==> config.mk <==
export PLATFORM = sky130hd
export DESIGN_NAME = prbs31_gen_tx
export DESIGN_NICKNAME = d
export VERILOG_FILES = /design/src/rtl/prbs_pkg.sv /design/src/rtl/prbs31_next64.sv /design/src/rtl/prbs31_gen_tx.sv
export SDC_FILE = /design/constraint.sdc
export NUM_CORES = 1
export LEC_CHECK = 0
export BUFFER_PORTS_ARGS = -buffer_cell sky130_fd_sc_hd__buf_2
export CAP_MARGIN = 40
export CORE_UTILIZATION = 52
export DETAILED_ROUTE_END_ITERATION = 8
export GPL_ROUTABILITY_DRIVEN = 0
export GPL_TIMING_DRIVEN = 1
export PLACE_DENSITY = 0.77
export SYNTH_ARGS = -nofsm -noshare
export SYNTH_HDL_FRONTEND = slang
export SYNTH_HIERARCHICAL = 1
export SYNTH_SLANG_ARGS = --single-unit
==> constraint.sdc <==
create_clock -name clk_390p625M -period 2.9 [get_ports clk_390p625M]
set_clock_uncertainty 0.2 [all_clocks]
set_input_delay 0.29 -clock clk_390p625M [delete_from_list [all_inputs] [get_ports clk_390p625M]]
set_output_delay 0.29 -clock clk_390p625M [all_outputs]
set_load 0.01 [all_outputs]
==> src/rtl/prbs_pkg.sv <==
// ---------------------------------------------------------------------------
// prbs_pkg
// Shared definitions for the PRBS31 transmit generator:
//   - polynomial constants (G(x) = x^31 + x^28 + 1) and output word width
//   - default (all-ones) seed used after reset, for seed=0 and for lock-up recovery
//   - injection-mode and generator-FSM enumerations
//   - decode_mode(): maps the raw 2-bit mode input onto inj_mode_t (11 -> off)
// ---------------------------------------------------------------------------
package prbs_pkg;

    localparam int PRBS31_LEN = 31;
    localparam int TAP_A      = 31;
    localparam int TAP_B      = 28;
    localparam int WORD_W     = 64;

    localparam logic [PRBS31_LEN-1:0] PRBS31_DEFAULT_SEED = 31'h7FFF_FFFF;

    typedef enum logic [1:0] {
        INJ_OFF      = 2'b00,
        INJ_SINGLE   = 2'b01,
        INJ_PERIODIC = 2'b10
    } inj_mode_t;

    typedef enum logic {
        IDLE = 1'b0,
        RUN  = 1'b1
    } gen_state_t;

    // The reserved encoding 2'b11 behaves exactly like "off".
    function automatic inj_mode_t decode_mode(input logic [1:0] mode_raw);
        inj_mode_t m;
        case (mode_raw)
            2'b01:   m = INJ_SINGLE;
            2'b10:   m = INJ_PERIODIC;
            default: m = INJ_OFF;
        endcase
        return m;
    endfunction

endpackage

==> src/rtl/prbs31_next64.sv <==
// ---------------------------------------------------------------------------
// prbs31_next64
// Purely combinational look-ahead of the PRBS31 stream by one 64-bit word.
// Ports:
//   S    [30:0] in   current state, S[j] = d[n-31+j] (S[0] is the oldest bit)
//   next [63:0] out  the next 64 stream bits, next[i] = d[n+i] (bit 0 first)
// The new state after this word is next[63:33] (the 31 most recent bits).
// ---------------------------------------------------------------------------
module prbs31_next64
    import prbs_pkg::*;
(
    input  logic [PRBS31_LEN-1:0] S,
    output logic [WORD_W-1:0]     next
);

    // Extended stream: the 31 state bits followed by the 64 new bits. Each new
    // bit d[n] = d[n-31] ^ d[n-28]; unrolling the loop yields a flat XOR network.
    logic [PRBS31_LEN+WORD_W-1:0] w_ext;

    always_comb begin
        w_ext = '0;
        w_ext[PRBS31_LEN-1:0] = S;
        for (int i = 0; i < WORD_W; i++) begin
            w_ext[PRBS31_LEN+i] = w_ext[i+PRBS31_LEN-TAP_A] ^ w_ext[i+PRBS31_LEN-TAP_B];
        end
    end

    assign next = w_ext[PRBS31_LEN+WORD_W-1:PRBS31_LEN];

endmodule

==> src/rtl/prbs31_gen_tx.sv <==
// ---------------------------------------------------------------------------
// prbs31_gen_tx
// 64-bit parallel PRBS31 generator for a serial transmitter, with optional
// single-bit error injection (single-shot or periodic).
// Ports:
//   clk_390p625M        in   system clock (rising edge)
//   rst_n               in   asynchronous active-low reset
//   gen_EN              in   generator enable; low freezes all sequence state
//   seed_load           in   one-cycle pulse, loads seed (0 -> all-ones)
//   seed [30:0]         in   seed value
//   err_inj_mode [1:0]  in   00 off, 01 single-shot, 10 periodic, 11 off
//   err_inj_req         in   single-shot trigger pulse
//   err_inj_pos [5:0]   in   bit of the output word inverted on injection
//   err_period [15:0]   in   periodic interval in valid words (0 acts as 1)
//   data_to_TX [63:0]   out  PRBS word, bit 0 first in time
//   data_valid          out  data_to_TX holds a new word this cycle
//   err_inj_ack         out  marks the word carrying an injected error
//   inj_err_count[15:0] out  saturating count of injected errors
// ---------------------------------------------------------------------------
module prbs31_gen_tx
    import prbs_pkg::*;
(
    input  logic        clk_390p625M,
    input  logic        rst_n,
    input  logic        gen_EN,
    input  logic        seed_load,
    input  logic [30:0] seed,
    input  logic [1:0]  err_inj_mode,
    input  logic        err_inj_req,
    input  logic [5:0]  err_inj_pos,
    input  logic [15:0] err_period,
    output logic [63:0] data_to_TX,
    output logic        data_valid,
    output logic        err_inj_ack,
    output logic [15:0] inj_err_count
);

    gen_state_t              r_fsm;
    gen_state_t              w_fsm_next;
    logic [PRBS31_LEN-1:0]   r_s;
    logic [WORD_W-1:0]       r_data;
    logic                    r_valid;
    logic                    r_ack;
    logic [15:0]             r_inj_cnt;
    logic [15:0]             r_per_cnt;
    logic                    r_pend;
    inj_mode_t               r_mode_q;
    logic [15:0]             r_period_q;

    logic [WORD_W-1:0]       w_next;
    logic [WORD_W-1:0]       w_mask;
    inj_mode_t               w_mode;
    logic [15:0]             w_period_eff;
    logic                    w_lockup;
    logic                    w_gen;
    logic                    w_cfg_chg;
    logic                    w_pend_eff;
    logic                    w_per_hit;
    logic                    w_inj;

    prbs31_next64 u_next64 (
        .S    (r_s),
        .next (w_next)
    );

    // One-hot injection mask selected by err_inj_pos.
    for (genvar gi = 0; gi < WORD_W; gi++) begin : g_mask
        assign w_mask[gi] = (err_inj_pos == 6'(gi));
    end

    // ---------------- FSM ----------------
    always_ff @(posedge clk_390p625M or negedge rst_n) begin
        if (!rst_n) begin
            r_fsm <= IDLE;
        end else begin
            r_fsm <= w_fsm_next;
        end
    end

    always_comb begin
        w_fsm_next = r_fsm;
        w_gen      = 1'b0;
        case (r_fsm)
            IDLE: begin
                if (gen_EN) w_fsm_next = RUN;
            end
            RUN: begin
                if (!gen_EN) w_fsm_next = IDLE;
                // A seed load or lock-up recovery consumes the cycle: no word.
                w_gen = gen_EN && !seed_load && !w_lockup;
            end
            default: w_fsm_next = IDLE;
        endcase
    end

    // ---------------- injection decision ----------------
    assign w_mode       = decode_mode(err_inj_mode);
    assign w_period_eff = (err_period == 16'd0) ? 16'd1 : err_period;
    assign w_lockup     = (r_s == '0);
    // Any configuration change discards the period phase and a pending shot.
    assign w_cfg_chg    = (w_mode != r_mode_q) || (err_period != r_period_q);
    // A request in the same cycle as a word lands on that word.
    assign w_pend_eff   = r_pend || ((w_mode == INJ_SINGLE) && err_inj_req);
    assign w_per_hit    = (r_per_cnt == (w_period_eff - 16'd1));
    assign w_inj        = w_gen && !w_cfg_chg &&
                          (((w_mode == INJ_SINGLE) && w_pend_eff) ||
                           ((w_mode == INJ_PERIODIC) && w_per_hit));

    // ---------------- datapath ----------------
    always_ff @(posedge clk_390p625M or negedge rst_n) begin
        if (!rst_n) begin
            r_s        <= PRBS31_DEFAULT_SEED;
            r_data     <= '0;
            r_valid    <= 1'b0;
            r_ack      <= 1'b0;
            r_inj_cnt  <= '0;
            r_per_cnt  <= '0;
            r_pend     <= 1'b0;
            r_mode_q   <= INJ_OFF;
            r_period_q <= '0;
        end else begin
            r_mode_q   <= w_mode;
            r_period_q <= err_period;

            // Sequence state only ever follows the clean stream; the
            // injected bit is applied to the output register alone.
            if (seed_load) begin
                r_s <= (seed == '0) ? PRBS31_DEFAULT_SEED : seed;
            end else if (w_lockup) begin
                r_s <= PRBS31_DEFAULT_SEED;
            end else if (w_gen) begin
                r_s <= w_next[WORD_W-1:WORD_W-PRBS31_LEN];
            end

            r_valid <= w_gen;
            r_ack   <= w_inj;
            if (w_gen) begin
                r_data <= w_inj ? (w_next ^ w_mask) : w_next;
            end

            if (w_cfg_chg) begin
                r_per_cnt <= '0;
                r_pend    <= 1'b0;
            end else begin
                r_pend <= (w_mode == INJ_SINGLE) && w_pend_eff && !w_gen;
                if (w_gen && (w_mode == INJ_PERIODIC)) begin
                    r_per_cnt <= w_per_hit ? 16'd0 : (r_per_cnt + 16'd1);
                end
            end

            if (w_inj && (r_inj_cnt != 16'hFFFF)) begin
                r_inj_cnt <= r_inj_cnt + 16'd1;
            end
        end
    end

    assign data_to_TX    = r_data;
    assign data_valid    = r_valid;
    assign err_inj_ack   = r_ack;
    assign inj_err_count = r_inj_cnt;

endmodule

==> results of run 1 <==
## cell usage after synthesis (4+ instances only)
master    instances
and3_1           11
or4_1            66
a21oi_1          44
a22o_1            4
dfrtp_1         118
nor2b_1           9
nor3_1           15
nand4_1          12
nor4_1           23
nand2_1          66
nand2b_1          5
a31oi_1          67
nand3_1          22
o31ai_1          65
mux2_2            4
nor2_1          116
clkbuf_1         63
mux2i_1           9
dfstp_2          31
xor2_1           71
o21ai_0          41
xnor2_1          42
inv_1            20
## cell families (layout without fill, tap and decap cells)
group	count (synthesis)	in the layout	synth area share (%)
AO/OA/AOI/OAI	238	238	17.5
XOR/XNOR	115	115	11.6
adder cells (fa/ha/maj)	3	3	0.428
buffers and inverters	88	360	3.98
flip-flops	149	149	42.9
multiplexers	13	13	1.54
AND/OR/NAND/NOR	365	365	22.0
## through the flow
| stage | hold WS [ns] | worst slack (ns) | util [%] |
|---|---|---|---|
| global placement | 0.0940 | -0.758 | 63.7 |
| finish | 0.00553 | -0.463 | 72.2 |
| floorplan | -0.206 | -0.613 | - |
| CTS | 0.00413 | -0.432 | 71.3 |
| detailed placement | 0.101 | -0.898 | 63.9 |
| global route | 0.0356 | -0.602 | 72.2 |
## tightest hold or removal path, stage by stage
cell and delay [ns]:
buf_2 0.11, nor2_1 0.12, o21ai_0 0.11
## placed cells by master, fill, tap and decap left out, types with 18 or more instances in the layout
| cell | netlist | routed |
|---|---|---|
| a31oi_1 | 67 | 64 |
| dfrtp_1 | 118 | 118 |
| clkbuf_16 | 0 | 18 |
| dfstp_2 | 31 | 31 |
| buf_4 | 0 | 103 |
| buf_2 | 3 | 136 |
| o31ai_1 | 65 | 65 |
| xnor2_1 | 42 | 39 |
| nand3_1 | 22 | 21 |
| or4_1 | 66 | 53 |
| o21ai_0 | 41 | 36 |
| nand2_1 | 66 | 65 |
| a21oi_1 | 44 | 35 |
| inv_1 | 20 | 19 |
| dlygate4sd3_1 | 0 | 47 |
| xor2_1 | 71 | 70 |
| nor2_1 | 116 | 113 |
## worst paths after layout
kind,endpoint,slack [ns]
setup / recovery,data_to_TX[44],-0.46
hold / removal,r_s[17],0.006
setup reg to reg,data_to_TX[44],-0.28
hold reg to reg,inj_err_count[5],0.30
max in group asynchronous,r_period_q[15],1.57
min in group asynchronous,data_to_TX[28],0.21
## layout make-up
type	count	area [sq um]
multi-input cells	734	5050
inverters	20	75.1
well taps	220	275
flip-flops and latches	149	3770
clock inverters	4	20.0
repair buffers	308	2230
fillers	1164	4600
clock buffers	28	508
## routing by layer
layer	track usage, %	vias to the layer above	part of all wire, %
li1	-	4099	-
met5	0	-	0
met4	15.7	0	4.4
met1	45.1	4348	40
met2	51.8	519	46
met3	6.38	101	9.6
## sequential cells by signal, indices dropped and copies added (netlist names)
register and flops:
r_period_q 16, r_s 31, r_per_cnt 16, inj_err_count 16, r_mode_q 2, err_inj_ack 1, data_to_TX 64, r_pend 1
data_valid 1, r_fsm 1
## power by group through the flow
stage	Clock [mW]	Sequential [mW]	Combinational (mW)
after floorplan	0	2.79	0.795
after global placement	0	2.65	1.70
after detailed placement	0	2.65	1.75
after CTS	2.04	2.62	1.82
after global routing	2.12	2.65	2.01
final	2.04	2.62	1.88
## repair_timing
item / 4_1_cts / 5_1_grt
gates cloned: 2 / 0
resized for setup: 38 / 42
pin swaps: 9 / 24
setup endpoints to repair: 86 / 96
buffers inserted: 6 / 2
hold buffers: 47 / 0
endpoints found under the hold margin: 74 / 0
==> out/qor.txt, run 1 <==
# rows: 47
nets@finish: 1293
CTS tree: done
failing checks: negative setup slack
final wirelength: 28900 um
maximum fanout along the worst path: 22
setup TNS: -26.62 ns
antenna violations before repair: 0
ys flop type: dfrtp_1
relative slew slack: 37.3%
placed wire-length estimate: 19800 um
largest area contributor in the synthesized netlist: dfrtp_1
Gate power share: 28.7%
Layout Cells excl Fill: 1463
placed instance area: 10600 sq um
Levels on crit path: 15
1st-pass router iterations: 6
P_sw: 2.17 mW
Post-synth EDFFs: 0
WP data arrival: 3.50 ns
CP startpoint kind: input port
Area Overhead vs Synth: 35.9%
clock latency on the worst-skew pair: 0.43 ns
Ys Warns: 6
Hold Crit Start: seed[17]
Data required, critical path: 3.04 ns
critical path startpoint: err_period[7]
Chip Width: 132 um
slowest cell on the critical path: or4_1
CTS Sinks: 149
worst slew pin tran: 0.938 ns
delay-heaviest family, CP: simple AND/OR/NAND/NOR gates
Max Cap Viol: 0
vias in the first global route: 8576
CTS max path bufs: 2
diode count: 0
Die Area: 17400 sq um
Reg2Reg Launch Point: r_period_q[12]
critical path endpoint category: flip-flop
Cell Pwr Density: 548 nW/um^2
Final Instance Area: 11900 sq um
Setup CP Type: in -> reg
switching share of power: 33.2%
die height: 132 um
post-synthesis sequential area ratio: 42.9%
root buffer cell: clkbuf_16
mapped cell area: 8780 sq um
unrepaired setup endpoints after global routing: yes
via density per instance: 6.20
largest net degree at the start of global routing: 67
total grt overflow: 0
max incr delay on CP: 0.50 ns
leak pwr: 4.93 nW
worst path cell trace: buf_8, nor4_4, nand3_2, nor2_2, nor2_1, ha_2, xor2_1, o2111ai_1, a2111o_1, nor4_4, a41oi_4, buf_12, buf_12, or4_1, a31oi_1
buffer and inverter count on the worst path: 3
Worst Setup Slack, final: -0.463 ns
number of cells after detailed placement: 1378
syn_nets: 1034
post-synth cell types: 56
Syn Area/Cell: 9.04 sq um
clock network fraction of total power: 31.2%
Worst-path clk slew: 0.06 ns
post-synthesis async set-or-reset flop share: 100%
Port-buffer cells: 141
core footprint: 16500 sq um
final total power: 6.54 mW
average wire per standard cell: 19.8 um
Residual DRC: 0
hold path depth: 3
Final Slew Violations: 0
maximum VDD drop: 0.000455 V
TritonCTS Buffers: 17
sequential power share: 40.1%
Post-DRT Antenna Nets: 0
Starting Density: 53.1%
all-layer global routing usage: 33.3%
FMAX: 297 MHz
num ports: 142
H-tree depth: 4
#FFs+latches synth: 149
number of DRC markers in iteration 0: 1030
R2R depth: 11
first-pass GRT wire length: 45000 um
Yosys top cell area share: 33.6%
layout cells sized above 1: 31.1%
Period minus WS final: 3.36 ns
Gate Count Post-Synth: 971
Internal Dissipation: 4.37 mW
Tcrit/Tclk final: 116%
status: finished with violations
Min-Delay Path Class: in -> reg
largest cells by area after synthesis: dfrtp_1, dfstp_2, xor2_1, or4_1, o31ai_1
Setup-failing EPs final: 91
Fin. Hold Viols: 0
vias: 9067
(Power assumes the default switching activity.)
==> run 2, diff against run 1 <==
ABC_AREA = 1   (was not set)
CORE_UTILIZATION = 54   (was 52)
PLACE_DENSITY = 0.78   (was 0.77)
==> run 2 against run 1 <==
- hold slack improved by 0.013 ns
- critical path type unchanged
- cell count increased by 41%
- critical path depth decreased by 1
- highest routed layer unchanged
- die area increased by 17%
- worst setup slack improved by 0.60 ns
- the flow now finishes without violations
- maximum frequency is 22% higher
==> out/qor.txt, run 2 <==
FMAX: 361 MHz (+22%)
num ports: 142 (unchanged)
critical path endpoint category: flip-flop
Gate Count Post-Synth: 1601 (+65%)
most frequent cells in the layout: nand2_1, nand3_1, buf_2
vias in the first global route: 10.1k (+18%)
slowest cell on the critical path: dlygate4sd3_1
# rows: 51 (+8.5%)
final wirelength: 32200 um (+11%)
antenna violations before repair: 0 (unchanged)
root buffer cell: clkbuf_16
Tcrit/Tclk final: 95.4% (-21 points)
placed wire-length estimate: 23000 um (+16%)
post-synthesis async set-or-reset flop share: 100% (unchanged)
post-synthesis sequential area ratio: 35.2% (-7.8 points)
Syn Area/Cell: 6.69 sq um (-26%)
top cells by count, synth: nand2_1, nand3_1, inv_1, dfrtp_1, xnor2_1
relative slew slack: 52.1% (+15 points)
die height: 143 um (+8.3%)
Post-synth EDFFs: 0 (unchanged)
diode count: 0 (unchanged)
Worst-path clk slew: 0.06 ns (about the same)
layout cells sized above 1: 21.3% (-9.9 points)
1st-pass router iterations: 6 (unchanged)
largest area contributor in the synthesized netlist: dfrtp_1
worst path cell trace: dlygate4sd3_1, buf_2, or2_2, xor2_1, nand4_1, nor4_2, buf_4, and2_4, nand2_8, clkbuf_16, nand2_2, nand2_1, nand2_1, nand2_1
Data required, critical path: 3.02 ns (-0.02 ns)
Ys Warns: 6 (unchanged)
number of DRC markers in iteration 0: 996 (-3.3%)
Setup CP Type: in -> reg
Cell Pwr Density: 654 nW/um^2 (+19%)
Fin. Hold Viols: 0 (unchanged)
Starting Density: 55.0% (+1.9 points)
status: finished, final reports clean
filler instances: 1654 (+42%)
max incr delay on CP: 0.54 ns (+0.04 ns)
nets@finish: 1855 (+43%)
reg2reg setup slack: 0.33 ns (+0.61 ns)
leak pwr: 6.76 nW (+37%)
Chip Width: 143 um (+8.3%)
via density per instance: 5.44 (-12%)
post-synth cell types: 35 (-38%)
worst slew pin tran: 0.719 ns (-0.219 ns)
maximum VDD drop: 0.000453 V (-0.42%)
pre-CTS setup slack: -0.334 ns (+0.564 ns)
most common cell after layout, fill and taps aside: nand2_1
CP startpoint kind: input port
Setup-failing EPs final: 0 (-100%)
maximum fanout along the worst path: 17 (-23%)
Final Instance Area: 13000 sq um (+8.7%)
Yosys top cell area share: 27.6% (-6.1 points)
Port-buffer cells: 141 (unchanged)
total grt overflow: 0 (unchanged)
ys flop type: dfrtp_1
largest net degree at the start of global routing: 75 (+12%)
all-layer global routing usage: 30.9% (-2.4 points)
mapped cell area: 10700 sq um (+22%)
Period minus WS final: 2.77 ns (-0.596 ns)
critical path's most frequent cell: nand2_1
Final Slew Violations: 0 (unchanged)
CTS tree: done
Residual DRC: 0 (unchanged)
Largest register FFs: 64 (unchanged)
vias: 11.3k (+24%)
placed instance area: 11900 sq um (+13%)
average wire per standard cell: 15.6 um (-21%)
WHS: 0.0189 ns (+0.0134 ns)
CTS max path bufs: 2 (unchanged)
first-pass GRT wire length: 49000 um (+8.7%)
Area Overhead vs Synth: 21.0%
core footprint: 19500 sq um (+18%)
Die Area: 20400 sq um (+17%)
syn_nets: 1664 (+61%)
Min-Delay Path Class: in -> reg
TritonCTS Buffers: 17 (unchanged)
H-tree depth: 4 (unchanged)
most frequent cell after synthesis: nand2_1
clock latency on the worst-skew pair: 0.44 ns (about the same)
#FFs+latches synth: 149 (unchanged)
Max Cap Viol: 0 (unchanged)
largest cells by area after synthesis: dfrtp_1, nand2_1, dfstp_2, xnor2_1, nand3_1
CTS Sinks: 149 (unchanged)
Post-DRT Antenna Nets: 0 (unchanged)
WP data arrival: 2.89 ns (-0.61 ns)
Worst Setup Slack, final: 0.133 ns (+0.596 ns)
## run 2: cell types whose count changed after synthesis, sizes merged, moves of 39 or more
| cell | before | now |
|---|---|---|
| o31ai | 65 | 0 |
| inv | 20 | 132 |
| a31oi | 67 | 0 |
| xor2 | 72 | 31 |
| or4 | 67 | 1 |
| nand3 | 22 | 147 |
| a21oi | 44 | 5 |
| xnor2 | 43 | 88 |
| nand2 | 66 | 784 |
| nor2 | 117 | 75 |
## run 2: worst max-delay path, delay by kind of cell
| kind | cells | cell delay [ns] |
|---|---|---|
| XOR/XNOR | 1 | 0.23 |
| buffers and inverters | 4 | 1.05 |
| AND/OR/NAND/NOR | 9 | 1.32 |
## run 2: what timing repair did
action	in CTS	in global routing
hold endpoints to repair	90	0
hold buffers	20	0
resized for setup	0	19
setup buffers	0	2
endpoints found under the setup margin	0	81
## run 2: stage by stage
step	cells	setup TNS (ns)	power, mW	util [%]
2_1_floorplan	1601	0	5.06	-
3_3_place_gp	2008	-14.56	6.09	61.3
3_5_place_dp	2009	-22.31	6.17	61.4
4_1_cts	2061	0	8.41	65.4
5_1_grt	2070	-0.0648	8.96	66.6
6_report	2070	0	8.48	66.6
## run 2: where the power goes
group,total [mW],switching [mW],internal [mW]
Combinational,3.34,2.10,1.23
Clock,2.19,0.905,1.29
Sequential,2.95,0.382,2.57
## run 2: cell families (layout without fill, tap and decap cells)
kind of cell / Yosys count / after routing / share of synthesized area [%]
flops: 149 / 149 / 35.2
xor+xnor: 120 / 120 / 9.94
buf+inv: 194 / 397 / 7.98
simple gates: 1059 / 1060 / 42.1
compound gates: 76 / 76 / 4.46
fa+ha+maj: 3 / 3 / 0.350
## run 2: final cells by class
type	instances	area (sq um)	share of cell area (%)
multi-input cells	1259	6170	47.6
flip-flops and latches	149	3770	29.1
repair buffers	232	1610	12.5
inverters	133	499	3.85
clock buffers	20	447	3.45
well taps	265	332	2.56
clock inverters	12	131	1.01
## run 2: metal layers
layer  wire (um)  global-route usage, %
met1       13200                   40.1
met2       14600                   50.0
met3        3140                   5.26
met4        1290                   14.8
met5           0                      0
## run 2: final timing paths
check,start,end,depth (start not counted)
worst max-delay path,err_inj_mode[0],data_to_TX[20],14
worst min-delay path,seed[30],r_s[30],5
worst max register to register,r_s[29],r_per_cnt[13],11
worst min register to register,data_to_TX[0],data_to_TX[0],2
max in group asynchronous,rst_n,r_s[20],3
min in group asynchronous,rst_n,r_period_q[13],2
